`src/rtl/tone_gen_if.sv`:
```
// tone_gen_if: bundles the sample-strobe, control and output signals of the
// square-wave tone generator.
//   master : drives v/start/stop/period/amplitude, observes x/vout/busy/cycles
//   slave  : the generator itself
// Signals:
//   v          sample strobe, one output sample per high cycle in RUN
//   start      one-cycle pulse, begins generation from IDLE
//   stop       one-cycle pulse, ends generation at the next period boundary
//   period     unsigned period in samples
//   amplitude  signed amplitude (negative values are treated as zero)
//   x          signed output sample
//   vout       x valid
//   busy       generator running
//   cycles     count of generated low-to-high transitions (wrapping)
interface tone_gen_if #(
  parameter int CNT_W = 16
);
  logic                 v;
  logic                 start;
  logic                 stop;
  logic [15:0]          period;
  logic signed [15:0]   amplitude;
  logic signed [15:0]   x;
  logic                 vout;
  logic                 busy;
  logic [CNT_W-1:0]     cycles;

  modport master (
    output v, start, stop, period, amplitude,
    input  x, vout, busy, cycles
  );

  modport slave (
    input  v, start, stop, period, amplitude,
    output x, vout, busy, cycles
  );
endinterface

```
`src/rtl/tone_gen.sv`:
```
// tone_gen: valid-qualified signed 16-bit square-wave source with programmable
// period (in samples) and amplitude. Each accepted strobe in RUN yields one
// registered sample one cycle later. Within a period of P samples the first
// floor(P/2) samples are -A and the remaining ceil(P/2) are +A. The cycles
// counter advances on the sample that starts the +A half, so it can be
// compared against a zero-crossing estimator fed from x.
//
// Ports:
//   clk   system clock
//   rst   synchronous, active-high reset
//   tg    tone_gen_if.slave (v, start, stop, period, amplitude in;
//         x, vout, busy, cycles out)
//
// Parameters:
//   MIN_PERIOD  smallest honoured period; smaller requests are raised to it
//   CNT_W       width of the transition counter
//
// Optional feature macro: TONE_GEN_DITHER_EN
//   When defined, a 16-bit Fibonacci LFSR (taps 16,14,13,11, seed 16'hACE1)
//   adds +/-1 LSB of dither to each sample, saturating to -32767..+32767.
module tone_gen #(
  parameter int MIN_PERIOD = 2,
  parameter int CNT_W      = 16
) (
  input  logic        clk,
  input  logic        rst,
  tone_gen_if.slave   tg
);

  localparam logic [15:0] MIN_P = 16'(MIN_PERIOD);

  typedef enum logic {IDLE, RUN} state_e;

  state_e             state_q, state_d;
  logic [15:0]        phase_q, phase_d;
  logic [15:0]        per_q, per_d;
  logic [14:0]        amp_q, amp_d;
  logic               stopPend_q, stopPend_d;
  logic signed [15:0] x_q, x_d;
  logic               vout_q, vout_d;
  logic               busy_q, busy_d;
  logic [CNT_W-1:0]   cycles_q, cycles_d;

  logic [15:0]        perClamp;
  logic [14:0]        ampClamp;
  logic [15:0]        halfP;
  logic               lowHalf;
  logic               lastPhase;
  logic signed [15:0] ampS;
  logic signed [15:0] rawSample;
  logic signed [15:0] sampleOut;

`ifdef TONE_GEN_DITHER_EN
  logic [15:0]        lfsr_q, lfsr_d;
  logic               lfsrFb;
  logic signed [17:0] dithered;
`endif

  // Values latched at start and at every period boundary.
  assign perClamp = (tg.period < MIN_P) ? MIN_P : tg.period;
  assign ampClamp = tg.amplitude[15] ? 15'd0 : tg.amplitude[14:0];

  assign halfP     = per_q >> 1;
  assign lowHalf   = phase_q < halfP;
  assign lastPhase = phase_q == (per_q - 16'd1);
  assign ampS      = $signed({1'b0, amp_q});
  assign rawSample = lowHalf ? -ampS : ampS;

`ifdef TONE_GEN_DITHER_EN
  // LFSR in right-shift Fibonacci form; bit 0 picks the dither sign.
  assign lfsrFb   = lfsr_q[0] ^ lfsr_q[2] ^ lfsr_q[3] ^ lfsr_q[5];
  assign dithered = 18'(rawSample) + (lfsr_q[0] ? 18'sd1 : -18'sd1);

  always_comb begin
    if (dithered > 18'sd32767) begin
      sampleOut = 16'sd32767;
    end else if (dithered < -18'sd32767) begin
      sampleOut = -16'sd32767;
    end else begin
      sampleOut = dithered[15:0];
    end
  end
`else
  assign sampleOut = rawSample;
`endif

  always_comb begin
    state_d    = state_q;
    phase_d    = phase_q;
    per_d      = per_q;
    amp_d      = amp_q;
    stopPend_d = stopPend_q;
    x_d        = x_q;
    vout_d     = 1'b0;
    busy_d     = busy_q;
    cycles_d   = cycles_q;
`ifdef TONE_GEN_DITHER_EN
    lfsr_d     = lfsr_q;
`endif
    case (state_q)
      IDLE: begin
        busy_d = 1'b0;
        if (tg.start) begin
          state_d    = RUN;
          per_d      = perClamp;
          amp_d      = ampClamp;
          phase_d    = 16'd0;
          stopPend_d = 1'b0;
          busy_d     = 1'b1;
        end
      end
      RUN: begin
        // busy stays high through the cycle showing the final sample.
        busy_d = 1'b1;
        if (tg.stop) begin
          stopPend_d = 1'b1;
        end
        if (tg.v) begin
          vout_d = 1'b1;
          x_d    = sampleOut;
`ifdef TONE_GEN_DITHER_EN
          lfsr_d = {lfsrFb, lfsr_q[15:1]};
`endif
          // Transition counting is by phase, so A=0 still counts.
          if (phase_q == halfP) begin
            cycles_d = cycles_q + CNT_W'(1);
          end
          if (lastPhase) begin
            phase_d = 16'd0;
            per_d   = perClamp;
            amp_d   = ampClamp;
            if (stopPend_q || tg.stop) begin
              state_d    = IDLE;
              stopPend_d = 1'b0;
            end
          end else begin
            phase_d = phase_q + 16'd1;
          end
        end
      end
      default: begin
        state_d = IDLE;
      end
    endcase
  end

  always_ff @(posedge clk) begin
    if (rst) begin
      state_q    <= IDLE;
      phase_q    <= 16'd0;
      per_q      <= 16'd0;
      amp_q      <= 15'd0;
      stopPend_q <= 1'b0;
      x_q        <= 16'sd0;
      vout_q     <= 1'b0;
      busy_q     <= 1'b0;
      cycles_q   <= '0;
`ifdef TONE_GEN_DITHER_EN
      lfsr_q     <= 16'hACE1;
`endif
    end else begin
      state_q    <= state_d;
      phase_q    <= phase_d;
      per_q      <= per_d;
      amp_q      <= amp_d;
      stopPend_q <= stopPend_d;
      x_q        <= x_d;
      vout_q     <= vout_d;
      busy_q     <= busy_d;
      cycles_q   <= cycles_d;
`ifdef TONE_GEN_DITHER_EN
      lfsr_q     <= lfsr_d;
`endif
    end
  end

  assign tg.x      = x_q;
  assign tg.vout   = vout_q;
  assign tg.busy   = busy_q;
  assign tg.cycles = cycles_q;

endmodule

```
`src/flat_wrapper.sv`:
```
// flat-port wrapper written by rule: the top's interface ports become plain ports
module tone_gen_flat 
#(
  parameter int MIN_PERIOD = 2,
  parameter int CNT_W      = 16
)
  (clk, rst, tg_v, tg_start, tg_stop, tg_period, tg_amplitude, tg_x, tg_vout, tg_busy, tg_cycles);
  tone_gen_if #(.CNT_W(CNT_W)) tg_i ();
  input  logic clk;
  input  logic rst;
  input wire logic [$bits(tg_i.v)-1:0] tg_v;
  input wire logic [$bits(tg_i.start)-1:0] tg_start;
  input wire logic [$bits(tg_i.stop)-1:0] tg_stop;
  input wire logic [$bits(tg_i.period)-1:0] tg_period;
  input wire logic [$bits(tg_i.amplitude)-1:0] tg_amplitude;
  output wire logic [$bits(tg_i.x)-1:0] tg_x;
  output wire logic [$bits(tg_i.vout)-1:0] tg_vout;
  output wire logic [$bits(tg_i.busy)-1:0] tg_busy;
  output wire logic [$bits(tg_i.cycles)-1:0] tg_cycles;
  assign tg_i.v = tg_v;
  assign tg_i.start = tg_start;
  assign tg_i.stop = tg_stop;
  assign tg_i.period = tg_period;
  assign tg_i.amplitude = tg_amplitude;
  assign tg_x = tg_i.x;
  assign tg_vout = tg_i.vout;
  assign tg_busy = tg_i.busy;
  assign tg_cycles = tg_i.cycles;
  tone_gen #(.MIN_PERIOD(MIN_PERIOD), .CNT_W(CNT_W)) u_core (.clk(clk), .rst(rst), .tg(tg_i));
endmodule
```
`config.mk`:
```
export PLATFORM = sky130hd
export DESIGN_NAME = tone_gen_flat
export DESIGN_NICKNAME = d
export VERILOG_FILES = /design/src/rtl/tone_gen_if.sv /design/src/rtl/tone_gen.sv /design/src/flat_wrapper.sv
export SDC_FILE = /design/constraint.sdc
export NUM_CORES = 1
export LEC_CHECK = 0
export ABC_AREA = 1
export BUFFER_PORTS_ARGS = -buffer_cell sky130_fd_sc_hd__buf_2
export CAP_MARGIN = 20
export CORE_MARGIN = 5
export CORE_UTILIZATION = 50
export DETAILED_ROUTE_END_ITERATION = 16
export PLACE_DENSITY = 0.71
export SLEW_MARGIN = 10
export SYNTH_ARGS = -nofsm -noshare
export SYNTH_HDL_FRONTEND = slang
export SYNTH_SLANG_ARGS = --single-unit
```
`constraint.sdc`:
```
create_clock -name clk -period 3 [get_ports clk]
set_clock_uncertainty 0.05 [all_clocks]
set_input_delay 0 -clock clk [delete_from_list [all_inputs] [get_ports clk]]
set_output_delay 0 -clock clk [all_outputs]
set_load 0.01 [all_outputs]
```
Word level (Yosys, flattened, before mapping)
Cells that the tools add are included.
{ "totals": {"mem_count": 0, "rom_bits": 0, "output_inout_bits": 34, "register_bits": 83, "inputBits": 37, "latch_bits": 0, "ramBits": 0} }
{ "classes": {"bitwise": 1, "n_lt_le_gt_ge": 2, "muxes": 28, "multipliers": 0, "addsub": 4, "n_reduce_logical": 6, "n_eq_ne": 5, "shift": 0, "div": 0} }
{ "op_table": {"columns": ["operator", "n"], "rows": [
  ["two-way mux 16 bit", 8],
  ["case mux 16 bit (2 select lines)", 2],
  ["two-way mux 15 bit", 4],
  ["adder 16 x 1 -> 16 bit, second input constant", 2],
  ["case mux 15 bit (2 select lines)", 1],
  ["equality test 16 x 15 -> 1 bit", 1],
  ["equality test 16 bit", 1],
  ["< comparator 16 x 15 -> 1 bit", 1],
  ["< comparator 16 x 2 -> 1 bit, second input constant", 1],
  ["negation 15 -> 16 bit", 1],
  ["subtractor 16 x 1 -> 16 bit, second input constant", 1],
  ["two-way mux 1 bit", 10],
  ["inequality test 2 bit, second input constant", 3],
  ["case mux 1 bit (2 select lines)", 3],
  ["AND reduction 3 bit", 2],
  ["AND reduction 2 bit", 2],
  ["OR reduction 2 bit", 1],
  ["logical OR 1 bit", 1],
  ["inverter 1 bit", 1]
]} }

Depth between registers and ports, before layout
Gate-level depths: netlist of the first run.
{ "depth": {"ltp_word": 5, "depth_mapped": 18} }

Least setup slack after synthesis of the first run
OpenSTA, ideal clock, no wires.
{ "synth_path": {"path_type": "flip-flop to flip-flop", "startpoint": "register u_core.per_q[12]", "endpoint": "register u_core.x_q[9] (netlist: u_core.tg.x[9])", "required_time_ns": 2.841, "n_path_buf": 1, "arrival_ns": 1.943, "period_less_slack_ns": 2.102, "path_stages_with_launch": 14, "setup_ns": 0.109, "path_slack_ns": 0.898, "cell_sequence": "dfxtp_1 inv_1 ha_1 a21oi_1 o21ai_0 a211oi_1 nand2_1 inv_1 clkbuf_1 nand2_1 nand2_1 nand3_1 nand2_1 inv_1"} }
{ "synth_between": {"elab_chain_cells": 2} }
{ "synth_rtl": {"columns": ["element", "line", "source"], "rows": [
  ["from (decl)", "tone_gen.sv:36", "logic [15:0] per_q, per_d;"],
  ["from (signal assigned)", "tone_gen.sv:164", "per_q <= per_d;"],
  ["< comparator 16 x 15 -> 1 bit", "tone_gen.sv:64", "assign lowHalf = phase_q < halfP;"],
  ["two-way mux 16 bit", "tone_gen.sv:67", "assign rawSample = lowHalf ? -ampS : ampS;"],
  ["to (signal assigned)", "tone_gen.sv:154", "x_q <= 16'sd0;"],
  ["to (signal assigned)", "tone_gen.sv:167", "x_q <= x_d;"],
  ["to (decl)", "tone_gen.sv:39", "logic signed [15:0] x_q, x_d;"]
]} }
No other way between the ends.
A chain may end at the register's enable or synchronous reset.

Worst setup path after layout of the first run
{ "layout_path": {"startpoint": "register u_core.per_q[12]", "endpoint": "register u_core.x_q[5] (netlist: u_core.tg.x[5])"} }
Same word-level chain as after synthesis.

==> impl_metrics.tcl, run 1 <==
set metrics [dict create \
    drt_iter0_markers 352 \
    whs_path_depth 4 \
    hold_viol_final 0 \
    yosysSeqAreaShare_pct 31.8 \
    cts_tree "built" \
    layout-drive-gt1-share_pct 15.2 \
    synth-compound-area-share_pct 5.53 \
    tightest_slew_ns 0.978 \
    start_util_pct 50.9 \
    placed_area_um2 5670 \
    yosysWarnings 0 \
    holdCritStartpoint "tg_v" \
    rows 37 \
    hold-path-endpoint "u_core.state_q$_SDFF_PP0_" \
    synth_cell_types 34 \
    cts_buffer_depth 2 \
    post_cts_resized 0 \
    coreArea_um2 10300 \
    grt_first_pass_wirelength_um 23800 \
    synthSimpleGateAreaFrac_pct 42.5 \
    final_cell_area_um2 6200 \
    irDropWorstVdd_uv 290 \
    worstSetupEndpointType "register" \
    grt_pass1_vias 5219 \
    synthAdderAreaFrac_pct 4.55 \
    startpoint "u_core.per_q[12]$_SDFFE_PP0P_" \
    drv_slew 0 \
    routedWlPerCell_um 13.8 \
    placed_cells 975 \
    cap_violations 0 \
    reg2reg_slack_ns 0.36 \
    criticalPathCategory "reg2reg" \
    min_period_ns 2.64 \
    clkTransAtPathRegs_ns 0.08 \
    critical_path_peak_fanout 12 \
    syn2layout_area_growth_pct 18.6 \
    die_area_um2 12600 \
    cts-root-buf "clkbuf_8" \
    hold_path.class "in2reg" \
    post-synth-top-area-cell "dfxtp_1" \
    grt_use_total_pct 22.7 \
    grt_overflow 0 \
    antenna_found_initial 0 \
    relSlewSlack_pct 34.5 \
    wl_um 14200 \
    ios 71 \
    drtAntennaViolNets 0 \
    synth-edff-count 0 \
    syn_area_per_cell_um2 6.62 \
    synth_common_cells "nand2_1, inv_1, dfxtp_1" \
    status "finished, final reports clean" \
    cts.sinks 83 \
    dieHeight_um 112 \
    syn_area_um2 5230 \
    vias_per_cell 5.21 \
    syn_inst 790 \
    nFillCells 939 \
    fin_nets 941 \
    diodes 0 \
    reg2reg_from "u_core.per_q[12]$_SDFFE_PP0P_" \
    syn-num-nets 846 \
    cts_made_buffers 9 \
    regToRegEndpoint "u_core.tg.x[5]$_SDFFE_PP0P_" \
    synthArstFlopShare_pct 0 \
    drc 0 \
    gp_congestion 0.913 \
    ys_ff_latch 83 \
    cp.arrival_ns 2.85 \
    start_kind "register" \
    synth_area_leaders "dfxtp_1, nand2_1, inv_1" \
    dr.pass1.iters 5 \
    leakage_uw 0.00302 \
    rsz0062_at_grt "false" \
    setup_tns_ns 0 \
    cp.required_ns 3.21 \
    synth_xor_area_share_pct 5.53 \
    muxShareOfSynthArea_pct 0 \
    fp.dieW_um 112 \
    numPortBuffers 70 \
    period_share_pct 87.9 \
    synth_top_family_by_area "simple AND/OR/NAND/NOR gates" \
    setup_violations 0 \
    grt_max_degree 41 \
    p_per_area_nw_per_um2 425 \
    fin_cells 1026 \
    vias 5341 \
    ys_dominant_reg_cell "dfxtp_1" \
    clk_latency_ns 0.36 \
    htree_levels 3 \
    yosys.area.top_type_share_pct 31.8 \
    r2r.worst_path.cells 12 \
    max_freq_ghz 0.379 \
    dp_hpwl_um 10400 \
    synth_most_common_cell "nand2_1" \
]
## registers in the layout, indices dropped and copies added (netlist names)
register and count:
u_core.per_q 16, u_core.tg.busy 1, u_core.tg.cycles 16, u_core.phase_q 16
u_core.tg.vout 1, u_core.amp_q 15, u_core.tg.x 16, u_core.state_q 1
u_core.stopPend_q 1
## area by class of cell
class                   instances  area, um2  share of cell area (%)
clock buffers                  12        155                    2.50
clock inverters                 4       25.0                   0.404
inverters                     104        390                    6.30
multi-input cells             576       3040                    49.0
flip-flops and latches         83       1660                    26.8
well taps                     136        170                    2.75
repair buffers                111        758                    12.2
## worst max-delay path: stages (launching register included)
cell      delay, ns
dfxtp_1        0.45
inv_1          0.08
ha_1           0.32
a21oi_1        0.16
o21ai_0        0.11
a211oi_1       0.32
nand2_1        0.28
inv_1          0.37
nand2_1        0.10
nand2_1        0.09
nand3_1        0.08
nand2_1        0.09
inv_1          0.04
## worst max path at each step
stage | depth (start not counted) | slack, ns | end
floorplan | 13 | 0.90 | u_core.tg.x[9]$_SDFFE_PP0P_
global placement | 12 | 0.50 | u_core.tg.x[11]$_SDFFE_PP0P_
detailed placement | 12 | 0.42 | u_core.tg.x[11]$_SDFFE_PP0P_
CTS | 15 | 0.36 | u_core.stopPend_q$_SDFFE_PP0P_
global route | 15 | 0.07 | u_core.stopPend_q$_SDFFE_PP0P_
finish | 12 | 0.36 | u_core.tg.x[5]$_SDFFE_PP0P_
## what timing repair did
item | in CTS | in global routing
setup buffers | 0 | 0
endpoints found under the hold margin | 41 | 0
hold buffers | 35 | 0
## layout by cell type (no fill, tap or decap), types with 3 or more instances in the layout
master           n
nand2_1        212
inv_1          101
dfxtp_1         83
nor2_1          82
buf_2           70
nand3_1         61
nand4_1         38
dlygate4sd3_1   35
o21ai_0         25
a21oi_1         25
xor2_1          24
nand3_2         20
ha_1            19
nor3_1          18
clkbuf_8        11
nor2_2           9
xnor2_1          9
nor4_1           8
nand2_2          6
nand3b_1         6
buf_4            5
inv_2            3
## stage by stage
step / total power (uW) / utilization, % / hold slack, ns / worst slack, ns
final: 2630 / 60.3 / 0.0747 / 0.364
after global routing: 2800 / 60.3 / 0.137 / 0.0727
after detailed placement: 1860 / 55.1 / 0.200 / 0.417
after CTS: 2640 / 60.3 / 0.0738 / 0.358
after floorplan: 1700 / - / 0.103 / 0.898
after global placement: 1840 / 55.1 / 0.198 / 0.497
## where the power goes
part / switching [uW] / total (uW) / internal, uW
clock: 410 / 754 / 344
combinational: 429 / 682 / 253
sequential: 50.9 / 1200 / 1150
## routing by layer
metal / wire length (um) / GRT usage, % / vias up
met3: 667 / 4.47 / 26
li1: - / - / 2734
met2: 6810 / 38.6 / 147
met1: 6430 / 28.6 / 2434
met5: 0 / 0 / -
met4: 291 / 7.77 / 0
## kinds of logic (layout without fill, tap and decap cells)
| family | after synthesis | count (layout) |
|---|---|---|
| DFF | 83 | 83 |
| adders and majority gates | 19 | 19 |
| xor gates and xnor gates | 33 | 33 |
| AOI/OAI and AO/OA | 55 | 55 |
| buffers and inverters | 131 | 231 |
| and+or+nand+nor | 469 | 469 |
Note: power is estimated with default switching activity, not from simulation.
==> inputs of run 2 (changes only) <==
Settings changed: PLACE_DENSITY 0.71 to 0.68.
==> impl_metrics.tcl, run 2 (same netlist as run 1, synthesis figures left out) <==
set metrics [dict create \
    cts-root-buf "clkbuf_8" \
    diodes 0 \
    drt-met1-wl_um 6360 \
    max_freq_ghz 0.388 \
    cts_buffer_depth 2 \
    hold_viol_final 0 \
    setup_tns_ns 0 \
    grt_max_degree 41 \
    irDropWorstVdd_uv 305 \
    cp.arrival_ns 2.82 \
    wl_met3_um 666 \
    power_uw 2700 \
    holdCritStartpoint "tg_v" \
    cap_violations 0 \
    grt_first_pass_wirelength_um 23100 \
    start_util_pct 50.9 \
    numPortBuffers 70 \
    reg2reg_from "u_core.per_q[0]$_SDFFE_PP0P_" \
    cts.sinks 83 \
    timing.hold.ws_ns 0.0771 \
    cts_made_buffers 9 \
    grt_pass1_vias 5026 \
    layout-drive-gt1-share_pct 15.3 \
    r2r.worst_path.cells 15 \
    rows 37 \
    rsz0062_at_grt "false" \
    criticalPathCategory "reg2reg" \
    routedWlPerCell_um 14.0 \
    grt_use_total_pct 22.3 \
    tightest_slew_ns 1.01 \
    layout_commonest_cell "nand2_1" \
    grt_overflow 0 \
    mostFrequentLayoutCells "nand2_1, inv_1, dfxtp_1" \
    reg2reg_slack_ns 0.42 \
    cp.required_ns 3.24 \
    cts_hold_buf 36 \
    drv_slew 0 \
    syn2layout_area_growth_pct 19.1 \
    gp_congestion 0.888 \
    vias_per_cell 5.20 \
    start_kind "register" \
    drc 0 \
    ios 71 \
    status "finished, final reports clean" \
    clkTransAtPathRegs_ns 0.11 \
    drt_iter0_markers 298 \
    regToRegEndpoint "u_core.state_q$_SDFF_PP0_" \
    wl_met2_um 7010 \
    leakage_uw 0.00303 \
    placed_cells 975 \
    dr.pass1.iters 5 \
    crit_end "u_core.state_q$_SDFF_PP0_" \
    clk_latency_ns 0.38 \
    dieHeight_um 112 \
    antenna_found_initial 0 \
    hold_path.class "in2reg" \
    coreArea_um2 10300 \
    fin_cells 1027 \
    dp_hpwl_um 10600 \
    routed.top_layer "met4" \
    worstSetupEndpointType "register" \
    p_per_area_nw_per_um2 434 \
    htree_levels 3 \
    cts_tree "built" \
    fp.dieW_um 112 \
    fin_nets 942 \
    drtAntennaViolNets 0 \
    post_cts_resized 0 \
    relSlewSlack_pct 32.4 \
    startpoint "u_core.per_q[0]$_SDFFE_PP0P_" \
    die_area_um2 12600 \
    whs_path_depth 4 \
    min_period_ns 2.58 \
    postCtsSetupRepairBufs 0 \
    period_share_pct 85.9 \
    setup_violations 0 \
    wl_um 14400 \
    post-route-util_pct 60.6 \
    vias 5337 \
    critical_path_peak_fanout 3 \
]
## run 2: cell count changes in the layout (fill, tap and decap cells not counted)
cell / change
clkinv_8: +1
clkinv_2: -2
dlygate4sd3_1: +1
clkinv_4: +1
clkbuf_8: -2
inv_6: +1
clkbuf_1: -1
inv_8: +2
## run 2: critical path, cell delays in order (launching register included)
cell and delay, ns:
dfxtp_1 0.39, inv_1 0.08, ha_1 0.30, nand2_1 0.07, inv_1 0.03, nor2_1 0.11, nand3_1 0.10, nor2_1 0.12
nand2_1 0.07, nor2_1 0.08, nand2_1 0.05, nor2_1 0.09, nand4_1 0.16, o21ai_0 0.18, dlygate4sd3_1 0.56, inv_1 0.04
## run 2: report_power, final
group          leakage, uW  internal, uW  switching, uW  total [uW]
Clock            0.0000926           324            499         822
Sequential        0.000676          1150           52.5        1200
Combinational      0.00226           253            429         681
Total              0.00303          1720            980        2700
## run 2: through the flow
| stage | area, um2 | worst slack [ns] |
|---|---|---|
| after floorplan | 5230 | 0.898 |
| final | 6220 | 0.424 |
| after detailed placement | 5670 | 0.474 |
| after global placement | 5670 | 0.480 |
| after global routing | 6220 | 0.0835 |
| after CTS | 6220 | 0.449 |
## run 2: final cells by class
cell class                 count  area, um2
fill                        1010       4050
timing repair buffer         112        768
clock buffer                   9        124
clock inverter                 7       71.3
sequential                    83       1660
inverter                     104        390
multi-input combinational    576       3040
tap                          136        170
## run 2: how the worst min path moves through the flow
stage                                              end
after floorplan              u_core.tg.busy$_SDFF_PP0_
after global placement    u_core.amp_q[3]$_SDFFE_PP0P_
after detailed placement  u_core.amp_q[8]$_SDFFE_PP0P_
after CTS                 u_core.tg.x[15]$_SDFFE_PP0P_
after global routing         u_core.tg.vout$_SDFF_PP0_
final                     u_core.tg.x[15]$_SDFFE_PP0P_
## run 2: layer usage
layer	global-route usage [%]	vias up
met4	8.41	0
li1	-	2744
met1	27.2	2431
met3	4.10	27
met5	0	-
met2	39.1	135
==> inputs of run 3 (changes only) <==
Settings changed: BUFFER_PORTS_ARGS -buffer_cell sky130_fd_sc_hd__buf_2 to unset, CELL_PAD_IN_SITES_DETAIL_PLACEMENT set to 1, CELL_PAD_IN_SITES_GLOBAL_PLACEMENT set to 1, CORE_UTILIZATION 50 to 45, DONT_BUFFER_PORTS set to 1, PLACE_DENSITY 0.68 to 0.76.
==> impl_metrics.tcl, run 3 (same netlist as run 1, synthesis figures left out) <==
set metrics [dict create \
    status "finished, final reports clean" \
    cts_made_buffers 9 \
    cp.required_ns 3.18 \
    setup_ws_ns 0.304 \
    vias_per_cell 5.47 \
    cp_cell_sequence "nand2_1 -> inv_2 -> nand2_1 -> nor3_2 -> nand2_1 -> nor3_1 -> nand3_1 -> nand2_1 -> nor2_1" \
    syn2layout_area_growth_pct 14.3 \
    layout_commonest_cell "nand2_1" \
    cp.arrival_ns 2.88 \
    cts_buffer_depth 2 \
    reg2reg_slack_ns 0.30 \
    place_ws_ns 0.380 \
    rows 39 \
    fp.dieW_um 118 \
    clk_latency_ns 0.34 \
    antenna_found_initial 0 \
    grt_overflow 0 \
    grt_max_degree 41 \
    numPortBuffers 0 \
    leakage_uw 0.00275 \
    timing.hold.ws_ns 0.0186 \
    cts-root-buf "clkbuf_16" \
    grt_first_pass_wirelength_um 27800 \
    coreArea_um2 11400 \
    relSlewSlack_pct 51.1 \
    max_stage_delay_ns 0.52 \
    ios 71 \
    critPathSlowestCell "dfxtp_1" \
    gp_congestion 0.892 \
    layout-drive-gt1-share_pct 8.02 \
    post-route-util_pct 52.3 \
    tightest_slew_ns 0.733 \
    routedWlPerCell_um 17.7 \
    start_util_pct 45.8 \
    drv_slew 0 \
    hold_viol_final 0 \
    irDropWorstVdd_uv 307 \
    fin_nets 874 \
    die_area_um2 13900 \
    hold_path.class "in2reg" \
    mostFrequentLayoutCells "nand2_1, inv_1, dfxtp_1" \
    dr.pass1.iters 4 \
    critical_path_peak_fanout 19 \
    start_kind "register" \
    drtAntennaViolNets 0 \
    crit_path_frequent_cell "nand2_1" \
    p_per_area_nw_per_um2 491 \
    dp_hpwl_um 12400 \
    htree_levels 3 \
    period_share_pct 89.9 \
    worstSetupEndpointType "register" \
    final_cell_area_um2 5970 \
    max_freq_ghz 0.371 \
    drt_iter0_markers 221 \
    rsz0062_at_grt "false" \
    min_period_ns 2.70 \
    wl_um 17100 \
    grt_use_total_pct 24.5 \
    drc 0 \
    postCtsSetupRepairBufs 0 \
    cts_tree "built" \
    grt_pass1_vias 5512 \
    setup_tns_ns 0 \
    criticalPathCategory "reg2reg" \
    cts.sinks 83 \
    dieHeight_um 118 \
    diodes 0 \
    post_cts_resized 0 \
    setup_violations 0 \
    placed_area_um2 5310 \
    vias 5287 \
    clkTransAtPathRegs_ns 0.06 \
    cap_violations 0 \
]
[run 3: cell count changes in the layout (fill, tap and decap cells not counted)]
cell | previous run | this run
buf_2 | 70 | 0
inv_6 | 1 | 0
buf_12 | 1 | 0
clkbuf_16 | 0 | 9
clkbuf_8 | 9 | 2
inv_8 | 2 | 0
clkbuf_1 | 0 | 1
buf_4 | 5 | 7
dlygate4sd3_1 | 36 | 37
clkinv_4 | 1 | 0
clkinv_2 | 0 | 2
clkinv_8 | 1 | 0
[run 3: what timing repair did]
action                                  in CTS  in global routing
hold buffers                                35                  2
endpoints found under the setup margin       0                  0
endpoints found under the hold margin       47                  6
[run 3: final cells by class]
class,count,area [um2]
timing repair buffer,44,423
clock inverter,4,25.0
inverter,104,390
sequential,83,1660
tap,143,179
clock buffer,12,256
multi-input combinational,576,3040
fill,1549,5450
[run 3: worst paths after layout]
| path | endpoint | cells past startpoint | startpoint |
|---|---|---|---|
| min reg2reg | u_core.per_q[0]$_SDFFE_PP0P_ | 2 | u_core.per_q[0]$_SDFFE_PP0P_ |
| max | u_core.tg.cycles[9]$_SDFFE_PP0P_ | 9 | u_core.state_q$_SDFF_PP0_ |
| min | u_core.tg.x[1]$_SDFFE_PP0P_ | 3 | tg_v |
| max reg2reg | u_core.tg.cycles[9]$_SDFFE_PP0P_ | 9 | u_core.state_q$_SDFF_PP0_ |
[run 3: per-layer routing]
| metal | up-vias | routed length (um) | track usage [%] |
|---|---|---|---|
| met3 | 21 | 715 | 5.14 |
| met5 | - | 0 | 0 |
| met4 | 0 | 306 | 7.10 |
| li1 | 2591 | - | - |
| met1 | 2586 | 7210 | 28.4 |
| met2 | 89 | 8890 | 44.9 |
[run 3: worst max-delay path: cells and delay by family (launching register included)]
| family | cells | cell delay [ns] |
|---|---|---|
| buffers and inverters | 1 | 0.38 |
| flip-flops | 1 | 0.52 |
| AND/OR/NAND/NOR | 8 | 1.63 |
[run 3: through the flow]
step,power [uW],cells
final,2930,966
after global routing,3090,966
after CTS,2940,963
after detailed placement,1840,912
after global placement,1810,912
after floorplan,1700,790
[run 3: where the power goes]
| group | switching [uW] | internal (uW) |
|---|---|---|
| logic | 435 | 226 |
| clock network | 453 | 604 |
| registers | 65.9 | 1150 |
| total | 954 | 1980 |
